<file path="src/rtl/control_unit_if.sv">
// control_unit_if: instruction/accumulator inputs and datapath control strobes of the sequencer.
interface control_unit_if;
  logic [15:0] ir;
  logic [15:0] acc;
  logic [2:0]  bus_sel;
  logic        mar_write;
  logic        mbr_write;
  logic        ir_write;
  logic        pc_write;
  logic        acc_write;
  logic        pc_inc;
  logic        acc_src;
  logic        acc_clr;
  logic [3:0]  alu_op;
  logic        mem_we;
  modport master (
    input  ir, acc,
    output bus_sel, mar_write, mbr_write, ir_write, pc_write, acc_write,
           pc_inc, acc_src, acc_clr, alu_op, mem_we
  );
  modport slave (
    output ir, acc,
    input  bus_sel, mar_write, mbr_write, ir_write, pc_write, acc_write,
           pc_inc, acc_src, acc_clr, alu_op, mem_we
  );
endinterface

</file>
<file path="src/rtl/control_unit.sv">
// control_unit: multi-cycle fetch/decode/execute sequencer with registered Moore strobes.
// Define SKIPCOND_EN to enable opcode 8 (SKIPCOND); otherwise opcode 8 decodes as NOP.
module control_unit (
  input  logic           clk,
  input  logic           reset_n,
  input  logic           start,
  control_unit_if.master bus,
  output logic           halted,
  output logic [15:0]    instr_count
);
  typedef enum logic [3:0] {IDLE, F0, F1, F2, DEC, EX0, EX1, EX2, HALT} state_t;
  typedef struct packed {
    logic [2:0] bus_sel;
    logic       mar_write;
    logic       mbr_write;
    logic       ir_write;
    logic       pc_write;
    logic       acc_write;
    logic       pc_inc;
    logic       acc_src;
    logic       acc_clr;
    logic [3:0] alu_op;
    logic       mem_we;
  } ctl_t;
  state_t     state, nxt;
  ctl_t       ctl, ctl_nxt;
  logic [3:0] op, opc;
  logic       skip;
  logic       unused;
  assign unused = ^{bus.acc, bus.ir};
  // The instruction presented during F2 is decoded into the DEC strobes and kept for execute.
  assign opc = state == F2 ? bus.ir[15:12] : op;
`ifdef SKIPCOND_EN
  assign skip = bus.ir[11:10] == 2'b00 ? bus.acc[15] :
                bus.ir[11:10] == 2'b01 ? bus.acc == 16'h0000 :
                bus.ir[11:10] == 2'b10 ? !bus.acc[15] && bus.acc != 16'h0000 : 1'b0;
`else
  assign skip = 1'b0;
`endif
  always_comb begin
    nxt = state;
    case (state)
      IDLE:    nxt = start ? F0 : IDLE;
      F0:      nxt = F1;
      F1:      nxt = F2;
      F2:      nxt = DEC;
      DEC:     nxt = opc inside {4'h1, 4'h2, 4'h3, 4'h4} ? EX0 : opc == 4'h7 ? HALT : F0;
      EX0:     nxt = EX1;
      EX1:     nxt = opc == 4'h2 ? F0 : EX2;
      EX2:     nxt = F0;
      HALT:    nxt = HALT;
      default: nxt = IDLE;
    endcase
  end
  // Strobes are computed for the state being entered so they leave the flops glitch-free.
  always_comb begin
    ctl_nxt = '0;
    case (nxt)
      F0: begin
        ctl_nxt.bus_sel   = 3'd1;
        ctl_nxt.mar_write = 1'b1;
      end
      F2: begin
        ctl_nxt.bus_sel  = 3'd3;
        ctl_nxt.ir_write = 1'b1;
        ctl_nxt.pc_inc   = 1'b1;
      end
      DEC: begin
        ctl_nxt.bus_sel   = opc inside {4'h1, 4'h2, 4'h3, 4'h4, 4'h9} ? 3'd2 : 3'd0;
        ctl_nxt.mar_write = opc inside {4'h1, 4'h2, 4'h3, 4'h4};
        ctl_nxt.pc_write  = opc == 4'h9;
        ctl_nxt.acc_clr   = opc == 4'hA;
        ctl_nxt.pc_inc    = opc == 4'h8 && skip;
      end
      EX0: begin
        ctl_nxt.bus_sel   = opc == 4'h2 ? 3'd5 : 3'd0;
        ctl_nxt.mbr_write = opc == 4'h2;
      end
      EX1: begin
        ctl_nxt.bus_sel   = opc == 4'h2 ? 3'd0 : 3'd3;
        ctl_nxt.mbr_write = opc != 4'h2;
        ctl_nxt.mem_we    = opc == 4'h2;
      end
      EX2: begin
        ctl_nxt.bus_sel   = opc == 4'h1 ? 3'd4 : 3'd0;
        ctl_nxt.acc_write = 1'b1;
        ctl_nxt.acc_src   = opc != 4'h1;
        ctl_nxt.alu_op    = opc == 4'h4 ? 4'b0001 : 4'b0000;
      end
      default: ctl_nxt = '0;
    endcase
  end
  always_ff @(posedge clk or negedge reset_n) begin
    if (!reset_n) begin
      state       <= IDLE;
      ctl         <= '0;
      op          <= '0;
      halted      <= 1'b0;
      instr_count <= '0;
    end else begin
      state  <= nxt;
      ctl    <= ctl_nxt;
      halted <= nxt == HALT;
      if (state == F2) begin
        op          <= bus.ir[15:12];
        instr_count <= instr_count + 16'd1;
      end
    end
  end
  assign {bus.bus_sel, bus.mar_write, bus.mbr_write, bus.ir_write, bus.pc_write, bus.acc_write,
          bus.pc_inc, bus.acc_src, bus.acc_clr, bus.alu_op, bus.mem_we} = ctl;
endmodule
</file>
<file path="src/flat_wrapper.sv">
// flat-port wrapper written by rule: the top's interface ports become plain ports
module control_unit_flat 
  (clk, reset_n, start, halted, instr_count, bus_ir, bus_acc, bus_bus_sel, bus_mar_write, bus_mbr_write, bus_ir_write, bus_pc_write, bus_acc_write, bus_pc_inc, bus_acc_src, bus_acc_clr, bus_alu_op, bus_mem_we);
  control_unit_if bus_i ();
  input  logic clk;
  input  logic reset_n;
  input  logic start;
  output logic halted;
  output logic [15:0] instr_count;
  input wire logic [$bits(bus_i.ir)-1:0] bus_ir;
  input wire logic [$bits(bus_i.acc)-1:0] bus_acc;
  output wire logic [$bits(bus_i.bus_sel)-1:0] bus_bus_sel;
  output wire logic [$bits(bus_i.mar_write)-1:0] bus_mar_write;
  output wire logic [$bits(bus_i.mbr_write)-1:0] bus_mbr_write;
  output wire logic [$bits(bus_i.ir_write)-1:0] bus_ir_write;
  output wire logic [$bits(bus_i.pc_write)-1:0] bus_pc_write;
  output wire logic [$bits(bus_i.acc_write)-1:0] bus_acc_write;
  output wire logic [$bits(bus_i.pc_inc)-1:0] bus_pc_inc;
  output wire logic [$bits(bus_i.acc_src)-1:0] bus_acc_src;
  output wire logic [$bits(bus_i.acc_clr)-1:0] bus_acc_clr;
  output wire logic [$bits(bus_i.alu_op)-1:0] bus_alu_op;
  output wire logic [$bits(bus_i.mem_we)-1:0] bus_mem_we;
  assign bus_i.ir = bus_ir;
  assign bus_i.acc = bus_acc;
  assign bus_bus_sel = bus_i.bus_sel;
  assign bus_mar_write = bus_i.mar_write;
  assign bus_mbr_write = bus_i.mbr_write;
  assign bus_ir_write = bus_i.ir_write;
  assign bus_pc_write = bus_i.pc_write;
  assign bus_acc_write = bus_i.acc_write;
  assign bus_pc_inc = bus_i.pc_inc;
  assign bus_acc_src = bus_i.acc_src;
  assign bus_acc_clr = bus_i.acc_clr;
  assign bus_alu_op = bus_i.alu_op;
  assign bus_mem_we = bus_i.mem_we;
  control_unit u_core (.clk(clk), .reset_n(reset_n), .start(start), .bus(bus_i), .halted(halted), .instr_count(instr_count));
endmodule
</file>
<file path="config.mk">
export PLATFORM = sky130hd
export DESIGN_NAME = control_unit_flat
export DESIGN_NICKNAME = d
export VERILOG_FILES = /design/src/rtl/control_unit_if.sv /design/src/rtl/control_unit.sv /design/src/flat_wrapper.sv
export SDC_FILE = /design/constraint.sdc
export NUM_CORES = 1
export LEC_CHECK = 0
export BUFFER_PORTS_ARGS = -buffer_cell sky130_fd_sc_hd__buf_2
export CAP_MARGIN = 5
export CORE_MARGIN = 3
export CORE_UTILIZATION = 48
export CTS_CLUSTER_SIZE = 24
export DETAILED_ROUTE_END_ITERATION = 6
export PLACE_DENSITY = 0.79
export RECOVER_POWER = 25
export SKIP_LAST_GASP = 1
export SLEW_MARGIN = 15
export SYNTH_ARGS = -nofsm -noshare
export SYNTH_HDL_FRONTEND = slang
export SYNTH_SLANG_ARGS = --single-unit
</file>
<file path="constraint.sdc">
create_clock -name clk -period 2 [get_ports clk]
set_input_delay 0.1 -clock clk [delete_from_list [all_inputs] [get_ports clk]]
set_output_delay 0.1 -clock clk [all_outputs]
set_load 0.02 [all_outputs]
</file>
==> results.ini, run 1 <==
[critical_path]
crit_fanout = 12
worst_setup_path_start_kind = flip-flop
slowest_delay_ps = 550
path_cells = and4bb_2, and3_4, and2b_1, nand4_1, xnor2_1
critPathRequiredTime_ps = 2170
critical-path-top-delay-family = simple AND/OR/NAND/NOR gates
slowest_stage = dfrtp_1
criticalPathCategory = reg -> reg
path_buf_inv = 0
critPathCaptureType = flip-flop
cp_data_arrival_time_ps = 1960

[logic_synthesis]
ys_warn_count = 0
synth_xor_area_share_pct = 7.97
synth_seq_cells = 37
synth_ff_type = dfrtp_1
synth_edf_count = 0
yosys.area_share.simple_pct = 20.7
async_reset_ff_share_pct = 100
synth_cells = 160
synth_fa_ha_area_share_pct = 0.711
synth_top_family_by_area = simple AND/OR/NAND/NOR gates
synthMuxAreaShare_pct = 3.20
ys_types = 44
seq_area_frac_synth_pct = 52.6
synth_compound_area_share_pct = 9.03
syn_area_um2 = 1760
synth_area_per_cell_um2 = 11.0

[power_and_ir_drop]
power_leakage_nw = 0.898
swShare_pct = 37.2
p_comb_share_pct = 36.3
p_int_w = 0.00177
vdd_drop_max_v = 0.000781
clockPowerShare_pct = 23.1
power_density_nw_per_um2 = 1380
power_frac_seq_pct = 40.6
power.switching_w = 0.00105

[floorplanning]
coreArea_um2 = 3440
pin_count = 68
num_rows = 21
die_area_um2 = 4430
initial_core_util_pct = 51.1
chipWidth_um = 66.5
die_height_um = 66.5

[grt]
grt_usage_pct = 16.3
use_met1_pct = 22.4
top_usage_layer = met2
overflow = 0
grtUsageMet2_pct = 24.3
grt_use_met3_pct = 4.72
grt_start_max_net_pins = 38
grt_pass1_vias = 1157
grt_pass1_wl_um = 5460
antenna_found_initial = 0

[finish]
num-fill-cells = 300
nets = 235
final_util_pct = 59.5
multi_input_area_um2 = 743
num_antenna_cells = 0
seq_area_um2 = 926
drive_gt1_share_pct = 16.0
area_growth_syn_to_layout_pct = 16.5

[clock_tree]
htreeDepth = 2
cts_sinks = 37
cts_buffers = 5
cts_buffer_depth = 2
post-cts-setup-buffers = 0
cts_tree = built
path_clk_slew_ps = 70
cts-root-buf = clkbuf_8
clock_latency_ps = 280

[route]
first_pass_iters = 4
drtAntennaViolNets = 0
drc = 0
drtIter0Drc = 68
vias = 1299
wire_per_inst_um = 12.8
routed_wl_um = 3160
viasPerCell = 5.28

[timing]
finalMaxSlewViolations = 0
layout_setup_ws_ps = 207
setup_viol = 0
hold_violations = 0
setup_tns_ps = 0
fin_crit_ps = 1790
fmax_ghz = 0.558
finalCritPeriodShare_pct = 89.6
tightest_slew_ps = 788
rsz0062_at_grt = false
skew_ps = 1.79
slew_headroom_pct = 47.5

[place]
gp_congestion = 0.812
dp_slack_ps = 236
place.detailed.hpwl_um = 2290
portBuffers = 36

[run_status]
status = completed

[job]
drv_cap = 0

[min_path]
min_path_type = in -> reg

-- sequential cells by signal, indices dropped and copies added (netlist names) --
register / cells
u_core.bus.mbr_write: 1
u_core.bus.bus_sel: 3
u_core.op: 4
u_core.state: 4
u_core.bus.mar_write: 1
u_core.bus.acc_src: 1
u_core.bus.pc_write: 1
u_core.bus.alu_op: 1
u_core.bus.ir_write: 1
u_core.bus.acc_write: 1
u_core.bus.mem_we: 1
u_core.bus.acc_clr: 1
u_core.halted: 1
u_core.instr_count: 16
-- final timing paths --
check                      cells after the start                      to                    from  slack [ps]
max                                            5  u_core.instr_count[15]         u_core.state[0]         210
min                                            2     u_core.bus.pc_write              bus_ir[13]          50
max reg2reg                                    5  u_core.instr_count[15]         u_core.state[0]         210
min reg2reg                                    1  u_core.instr_count[15]  u_core.instr_count[15]         470
max in group asynchronous                      2   u_core.instr_count[2]                 reset_n        1060
min in group asynchronous                      2  u_core.instr_count[13]                 reset_n         450
-- cells in the mapped netlist (2+ instances only) --
| library cell | count | area [um^2] |
|---|---|---|
| buf_2 | 3 | 15.0 |
| or3_1 | 3 | 18.8 |
| a31oi_1 | 2 | 12.5 |
| buf_4 | 5 | 37.5 |
| inv_1 | 4 | 15.0 |
| xnor2_1 | 13 | 114 |
| nand3b_1 | 3 | 22.5 |
| nor2_1 | 10 | 37.5 |
| buf_6 | 2 | 22.5 |
| o211ai_1 | 2 | 15.0 |
| nand2_1 | 11 | 41.3 |
| nor3b_1 | 4 | 30.0 |
| dfrtp_1 | 37 | 926 |
| nor2b_1 | 2 | 12.5 |
| a21oi_1 | 6 | 30.0 |
| o21ai_0 | 4 | 20.0 |
| nand3_1 | 8 | 40.0 |
| nor3_1 | 3 | 15.0 |
| xor2_1 | 3 | 26.3 |
| nand4_1 | 4 | 25.0 |
| mux2_2 | 5 | 56.3 |
| nand2b_1 | 3 | 18.8 |
| and3_1 | 2 | 12.5 |
-- routing by layer --
| metal | up-vias | routed length [um] |
|---|---|---|
| li1 | 632 | - |
| met3 | 6 | 212 |
| met4 | 0 | 51 |
| met5 | - | 0 |
| met2 | 41 | 1410 |
| met1 | 620 | 1480 |
-- cell usage in the layout (no fill, tap or decap), types with 3 or more instances in the layout --
cell      instances
or3_1             3
mux2_2            5
buf_4             4
o21ai_0           4
nand3_1           8
nand3b_1          3
inv_1             4
xnor2_1          13
a21oi_1           6
nor3b_1           4
buf_2            10
clkbuf_8          6
nor3_1            3
nand2b_1          3
xor2_1            3
conb_1            3
dfrtp_1          37
nand2_1          11
nand4_1           4
clkbuf_1         27
nor2_1           10
-- cell families after synthesis --
kind of cell             after synthesis
buffers and inverters                 16
multiplexers                           5
flip-flops                            37
other                                  1
adder cells (fa/ha/maj)                1
AND/OR/NAND/NOR                       63
AO/OA/AOI/OAI                         21
XOR/XNOR                              16
-- layout make-up --
class | instances | share of cell area (%)
clock buffer | 7 | 4.21
clock inverter | 1 | 1.47
inverter | 5 | 0.916
multi-input combinational | 109 | 36.3
sequential | 37 | 45.2
tap | 46 | 2.81
timing repair buffer | 41 | 9.16
-- repair_timing --
item,CTS,global route
hold buffers,1,0
gates resized for setup,0,0
endpoints found under the hold margin,37,0
-- through the flow --
step                      power, W  cells  hold slack, ps  instance area, um^2
after floorplan            0.00197    162            -196                 1770
after global placement     0.00219    237             224                 1960
after detailed placement   0.00221    237             227                 1960
after CTS                  0.00287    246            41.1                 2080
after global routing       0.00302    246            84.0                 2050
final                      0.00282    246            53.7                 2050
-- power by group through the flow --
| stage | Sequential (W) | Combinational, W | Clock [W] |
|---|---|---|---|
| 2_1_floorplan | 0.00120 | 0.000771 | 0 |
| 3_3_place_gp | 0.00115 | 0.00103 | 0 |
| 3_5_place_dp | 0.00115 | 0.00105 | 0 |
| 4_1_cts | 0.00114 | 0.00106 | 0.000669 |
| 5_1_grt | 0.00119 | 0.00113 | 0.000701 |
| 6_report | 0.00115 | 0.00102 | 0.000652 |
No activity file was read; power rests on OpenSTA's default activity.
==> inputs of run 2 (changes only) <==
--- a/config.mk
+++ b/config.mk
@@ -13,6 +13,7 @@
 export DETAILED_ROUTE_END_ITERATION = 6
 export PLACE_DENSITY = 0.79
 export RECOVER_POWER = 25
+export REMOVE_ABC_BUFFERS = 1
 export SKIP_LAST_GASP = 1
 export SLEW_MARGIN = 15
 export SYNTH_ARGS = -nofsm -noshare
==> run 2 against run 1 <==
Effect of this change: global-route usage decreased by 0.31 points; register-to-register slack improved by 30 ps; largest power group unchanged; routed wire length increased by 3.1%; sequential share of layout area increased by 0.42 points; critical path type unchanged; clock-buffer cell count decreased by 1.
==> results.ini, run 2 (synthesis results as in run 1) <==
[run_status]
status = completed

[power_and_ir_drop]
power_density_nw_per_um2 = 1340  ; -3.0%
total_power_w = 0.00271  ; -3.9%
power.switching_w = 0.00106  ; +0.96%
clockPowerShare_pct = 18.7  ; -4.4 points
p_int_w = 0.00165  ; -6.8%
vdd_drop_max_v = 0.000974  ; +25%
power_frac_seq_pct = 42.3  ; +1.7 points
swShare_pct = 39.1  ; +1.9 points
power_leakage_nw = 0.888  ; -1.2%
p_comb_share_pct = 39.1  ; +2.8 points

[finish]
area_growth_syn_to_layout_pct = 15.4
multi_input_area_um2 = 743  ; unchanged
drive_gt1_share_pct = 16.5  ; +0.50 points
num-fill-cells = 310  ; +3.3%
largest_reg_flops = 16  ; unchanged
reg_top3 = u_core.instr_count (16), u_core.op (4), u_core.state (4)
final_area_um2 = 2030  ; -0.92%
num_antenna_cells = 0  ; unchanged
instances_no_fill = 246  ; unchanged
regMostFlops = u_core.instr_count
nets = 236  ; +0.43%
final_cell_mix = dfrtp_1, clkbuf_1, xnor2_1
seq_area_um2 = 926  ; unchanged
final_common_cell = dfrtp_1

[route]
first_pass_iters = 4  ; unchanged
drtIter0Drc = 39  ; -43%
viasPerCell = 5.20  ; -1.5%
routed_wl_um = 3250  ; +3.1%
drtAntennaViolNets = 0  ; unchanged
wire_per_inst_um = 13.2  ; +3.1%
vias = 1279  ; -1.5%
drc = 0  ; unchanged

[grt]
grt_usage_pct = 16.0  ; -0.31 points
overflow = 0  ; unchanged
grt_pass1_vias = 1122  ; -3.0%
antenna_found_initial = 0  ; unchanged
grt_start_max_net_pins = 38  ; unchanged
grt_pass1_wl_um = 5300  ; -3.0%

[timing]
finalMaxSlewViolations = 0  ; unchanged
slew_headroom_pct = 49.1  ; +1.7 points
setup_tns_ps = 0  ; unchanged
hold_violations = 0  ; unchanged
setup_viol = 0  ; unchanged
tightest_slew_ps = 763  ; -25.1 ps
rsz0062_at_grt = false
fin_hold_ws_ps = 76.5  ; +22.8 ps
finalCritPeriodShare_pct = 88.3  ; -1.3 points
skew_ps = 6.23  ; +4.44 ps
fin_crit_ps = 1770  ; -26.6 ps
fmax_ghz = 0.566  ; +1.5%

[clock_tree]
clock_latency_ps = 280  ; about the same
cts_buffers = 5  ; unchanged
cts-root-buf = clkbuf_8
cts_sinks = 37  ; unchanged
htreeDepth = 2  ; unchanged
post-cts-setup-buffers = 0  ; unchanged
cts_tree = built
cts_buffer_depth = 2  ; unchanged
path_clk_slew_ps = 70  ; about the same

[job]
drv_cap = 0  ; unchanged

[floorplanning]
die_area_um2 = 4430  ; unchanged
coreArea_um2 = 3440  ; unchanged
die_height_um = 66.5  ; unchanged
pin_count = 68  ; unchanged
chipWidth_um = 66.5  ; unchanged
num_rows = 21  ; unchanged
initial_core_util_pct = 51.1  ; unchanged

[place]
place.detailed.hpwl_um = 2390  ; +4.5%
dp_cells = 238  ; +0.42%
portBuffers = 36  ; unchanged
placed_area_um2 = 1960  ; +0.38%
gp_congestion = 0.833  ; +2.7%

[critical_path]
critPathCaptureType = flip-flop
critPathRequiredTime_ps = 2160  ; about the same
cp_data_arrival_time_ps = 1930  ; -30 ps
worst_setup_path_start_kind = flip-flop
criticalPathCategory = reg -> reg
crit_fanout = 10  ; -2

[min_path]
min_path_type = in -> reg

[run 2: per-stage QoR]
step | setup WS, ps | util [%]
after floorplan | 250 | -
after global placement | 283 | 57.0
after detailed placement | 265 | 57.0
after CTS | 245 | 59.9
after global routing | 128 | 59.0
final | 234 | 59.0
[run 2: power groups by stage]
stage               registers [W]  logic, W  clock network (W)
floorplan                 0.00127  0.000605                  0
global placement          0.00114   0.00106                  0
detailed placement        0.00115   0.00109                  0
CTS                       0.00114   0.00109           0.000521
global route              0.00118   0.00115           0.000561
finish                    0.00115   0.00106           0.000506
[run 2: timing repair]
action	4_1_cts	5_1_grt
endpoints found under the hold margin	37	0
resized for setup	0	0
hold buffers	1	0
[run 2: final timing paths]
path	startpoint	end	slack, ps	cells after the start
max	u_core.state[1]	u_core.instr_count[15]	230	5
min	bus_ir[13]	u_core.bus.pc_write	80	2
max reg2reg	u_core.state[1]	u_core.instr_count[15]	230	5
min reg2reg	u_core.instr_count[15]	u_core.instr_count[15]	480	1
max in group asynchronous	reset_n	u_core.instr_count[7]	1090	2
min in group asynchronous	reset_n	u_core.halted	430	2
[run 2: per-layer routing]
| layer | routed length (um) | global-route usage [%] |
|---|---|---|
| met5 | 0 | 0 |
| met4 | 33 | 6.09 |
| met3 | 181 | 4.05 |
| met2 | 1490 | 24.0 |
| met1 | 1550 | 22.1 |
[run 2: cell type report]
cell class              instances  share of cell area [%]
repair buffers                 42                    9.61
multi-input cells             109                    36.6
flip-flops and latches         37                    45.6
inverters                       5                   0.924
well taps                      46                    2.83
clock buffers                   6                    4.07
clock inverters                 1                   0.370
[run 2: critical path: stages (launching register included)]
cell and delay (ps):
dfrtp_1 530, and4bb_2 420, and3_4 240, and2b_1 200, nand4_1 130, xnor2_1 140
==> inputs of run 3 (changes only) <==
==> constraint.sdc (replaced) <==
create_clock -name clk -period 2 [get_ports clk]
set_input_delay 0.3 -clock clk [delete_from_list [all_inputs] [get_ports clk]]
set_output_delay 0.3 -clock clk [all_outputs]
set_load 0.02 [all_outputs]
==> run 3 against run 2 <==
Effect of this change: critical path depth is the same; worst hold slack gained 42 ps; routed wire length shrank 0.31%; highest routed layer unchanged.
==> results.ini, run 3 (synthesis results as in run 1) <==
[run_status]
status = completed

[timing]
fmax_ghz = 0.564  ; -0.39%
setup_viol = 0  ; unchanged
fin_crit_ps = 1770  ; +7.00 ps
skew_ps = 6.33  ; +0.0948 ps
setup_tns_ps = 0  ; unchanged
fin_hold_ws_ps = 119  ; +42.3 ps
hold_violations = 0  ; unchanged
finalMaxSlewViolations = 0  ; unchanged
slew_headroom_pct = 43.1  ; -6.0 points
finalCritPeriodShare_pct = 88.7  ; +0.35 points
rsz0062_at_grt = false
tightest_slew_ps = 853  ; +90.1 ps
layout_setup_ws_ps = 227  ; -7.00 ps

[floorplanning]
die_height_um = 66.5  ; unchanged
coreArea_um2 = 3440  ; unchanged
num_rows = 21  ; unchanged
chipWidth_um = 66.5  ; unchanged
pin_count = 68  ; unchanged
initial_core_util_pct = 51.1  ; unchanged
die_area_um2 = 4430  ; unchanged

[grt]
grt_start_max_net_pins = 38  ; unchanged
antenna_found_initial = 0  ; unchanged
grt_pass1_wl_um = 5300  ; unchanged
grt_pass1_vias = 1122  ; unchanged
overflow = 0  ; unchanged
grt_usage_pct = 16.0  ; unchanged

[finish]
area_growth_syn_to_layout_pct = 16.7
num_antenna_cells = 0  ; unchanged
regMostFlops = u_core.instr_count
reg_top3 = u_core.instr_count (16), u_core.op (4), u_core.state (4)
final_common_cell = dfrtp_1
final_area_um2 = 2050  ; +1.1%
drive_gt1_share_pct = 29.6  ; +13 points
nets = 235  ; -0.42%
largest_reg_flops = 16  ; unchanged
final_cell_mix = dfrtp_1, buf_2, xnor2_1
instances_no_fill = 245  ; -0.41%

[power_and_ir_drop]
swShare_pct = 38.7  ; -0.43 points
p_int_w = 0.00167  ; +1.5%
power.switching_w = 0.00106  ; -0.34%
power_frac_seq_pct = 41.8  ; -0.5 points
p_comb_share_pct = 39.7  ; +0.6 points
clockPowerShare_pct = 18.5  ; -0.2 points
power_leakage_nw = 0.990  ; +12%
power_density_nw_per_um2 = 1330  ; -0.33%
vdd_drop_max_v = 0.000987  ; +1.3%

[critical_path]
r2r-start = u_core.state[1]
reg2reg_to = u_core.instr_count[15]
critPathRequiredTime_ps = 2160  ; about the same
reg2reg_slack_ps = 230  ; about the same
path_cells = and4bb_2, and3_4, and2b_1, nand4_1, xnor2_1
cp_data_arrival_time_ps = 1940  ; about the same
path_buf_inv = 0  ; unchanged
slowest_stage = dfrtp_1
criticalPathCategory = reg -> reg
slowest_delay_ps = 530  ; about the same
reg2reg_depth = 5  ; unchanged
worst_setup_path_start_kind = flip-flop
crit_fanout = 10  ; unchanged
critical-path-top-delay-family = simple AND/OR/NAND/NOR gates
critPathCaptureType = flip-flop

[clock_tree]
path_clk_slew_ps = 70  ; about the same
hold_buffers = 0  ; -1
ctsResizeCount = 0  ; unchanged
cts_sinks = 37  ; unchanged
post-cts-setup-buffers = 0  ; unchanged
htreeDepth = 2  ; unchanged
cts-root-buf = clkbuf_8
clock_latency_ps = 280  ; about the same
cts_tree = built
cts_buffers = 5  ; unchanged
cts_buffer_depth = 2  ; unchanged

[route]
routed_wl_um = 3240  ; -0.31%
drc = 0  ; unchanged
drtIter0Drc = 47  ; +21%
viasPerCell = 5.22  ; +0.49%
wire_per_inst_um = 13.2  ; about the same
first_pass_iters = 4  ; unchanged
vias = 1280  ; +0.078%
drtAntennaViolNets = 0  ; unchanged

[place]
place.detailed.hpwl_um = 2390  ; unchanged
gp_congestion = 0.833  ; unchanged
dp_cells = 238  ; unchanged
dp_slack_ps = 265  ; unchanged
portBuffers = 36  ; unchanged
placed_area_um2 = 1960  ; unchanged

[job]
drv_cap = 0  ; unchanged

[min_path]
min_path_type = in -> async

-- run 3: metrics by stage --
stage          utilization (%)  power, W
2_1_floorplan                -   0.00187
3_3_place_gp              57.0   0.00220
3_5_place_dp              57.0   0.00223
4_1_cts                   59.7   0.00274
5_1_grt                   59.7   0.00292
6_report                  59.7   0.00273
-- run 3: how the worst max path moves through the flow --
stage                    start                endpoint  slack, ps  depth (start not counted)
4_1_cts        u_core.state[1]  u_core.instr_count[15]        240                          5
6_report       u_core.state[1]  u_core.instr_count[15]        230                          5
3_5_place_dp   u_core.state[1]  u_core.instr_count[15]        270                          5
2_1_floorplan  u_core.state[3]  u_core.instr_count[15]        250                          5
3_3_place_gp   u_core.state[1]  u_core.instr_count[15]        280                          5
5_1_grt        u_core.state[1]   u_core.bus.bus_sel[2]        130                          4
-- run 3: worst reg2reg max path: cells and delay by family (launching register included) --
family,cells,cell delay (ps)
AND/OR/NAND/NOR,4,990
flip-flops,1,530
XOR/XNOR,1,140
-- run 3: layout make-up --
class                           instances  area [um^2]
Multi-Input combinational cell        109          743
Timing Repair Buffer                   41          218
Sequential cell                        37          926
Clock inverter                          1         7.51
Inverter                                5         18.8
Clock buffer                            6         82.6
Tap cell                               46         57.6
Fill cell                             292         1390
-- run 3: power by group through the flow --
stage	Combinational (W)	Sequential, W	Clock [W]
finish	0.00108	0.00114	0.000506
global route	0.00118	0.00118	0.000561
CTS	0.00109	0.00114	0.000521
detailed placement	0.00109	0.00115	0
global placement	0.00106	0.00114	0
floorplan	0.000605	0.00127	0
-- run 3: per-layer routing --
layer  track usage [%]  vias to the layer above  wire, um
met3              4.05                        4       168
met1              22.1                      609      1550
met4              6.09                        0        33
met5                 0                        -         0
met2              24.0                       35      1490
li1                  -                      632         -
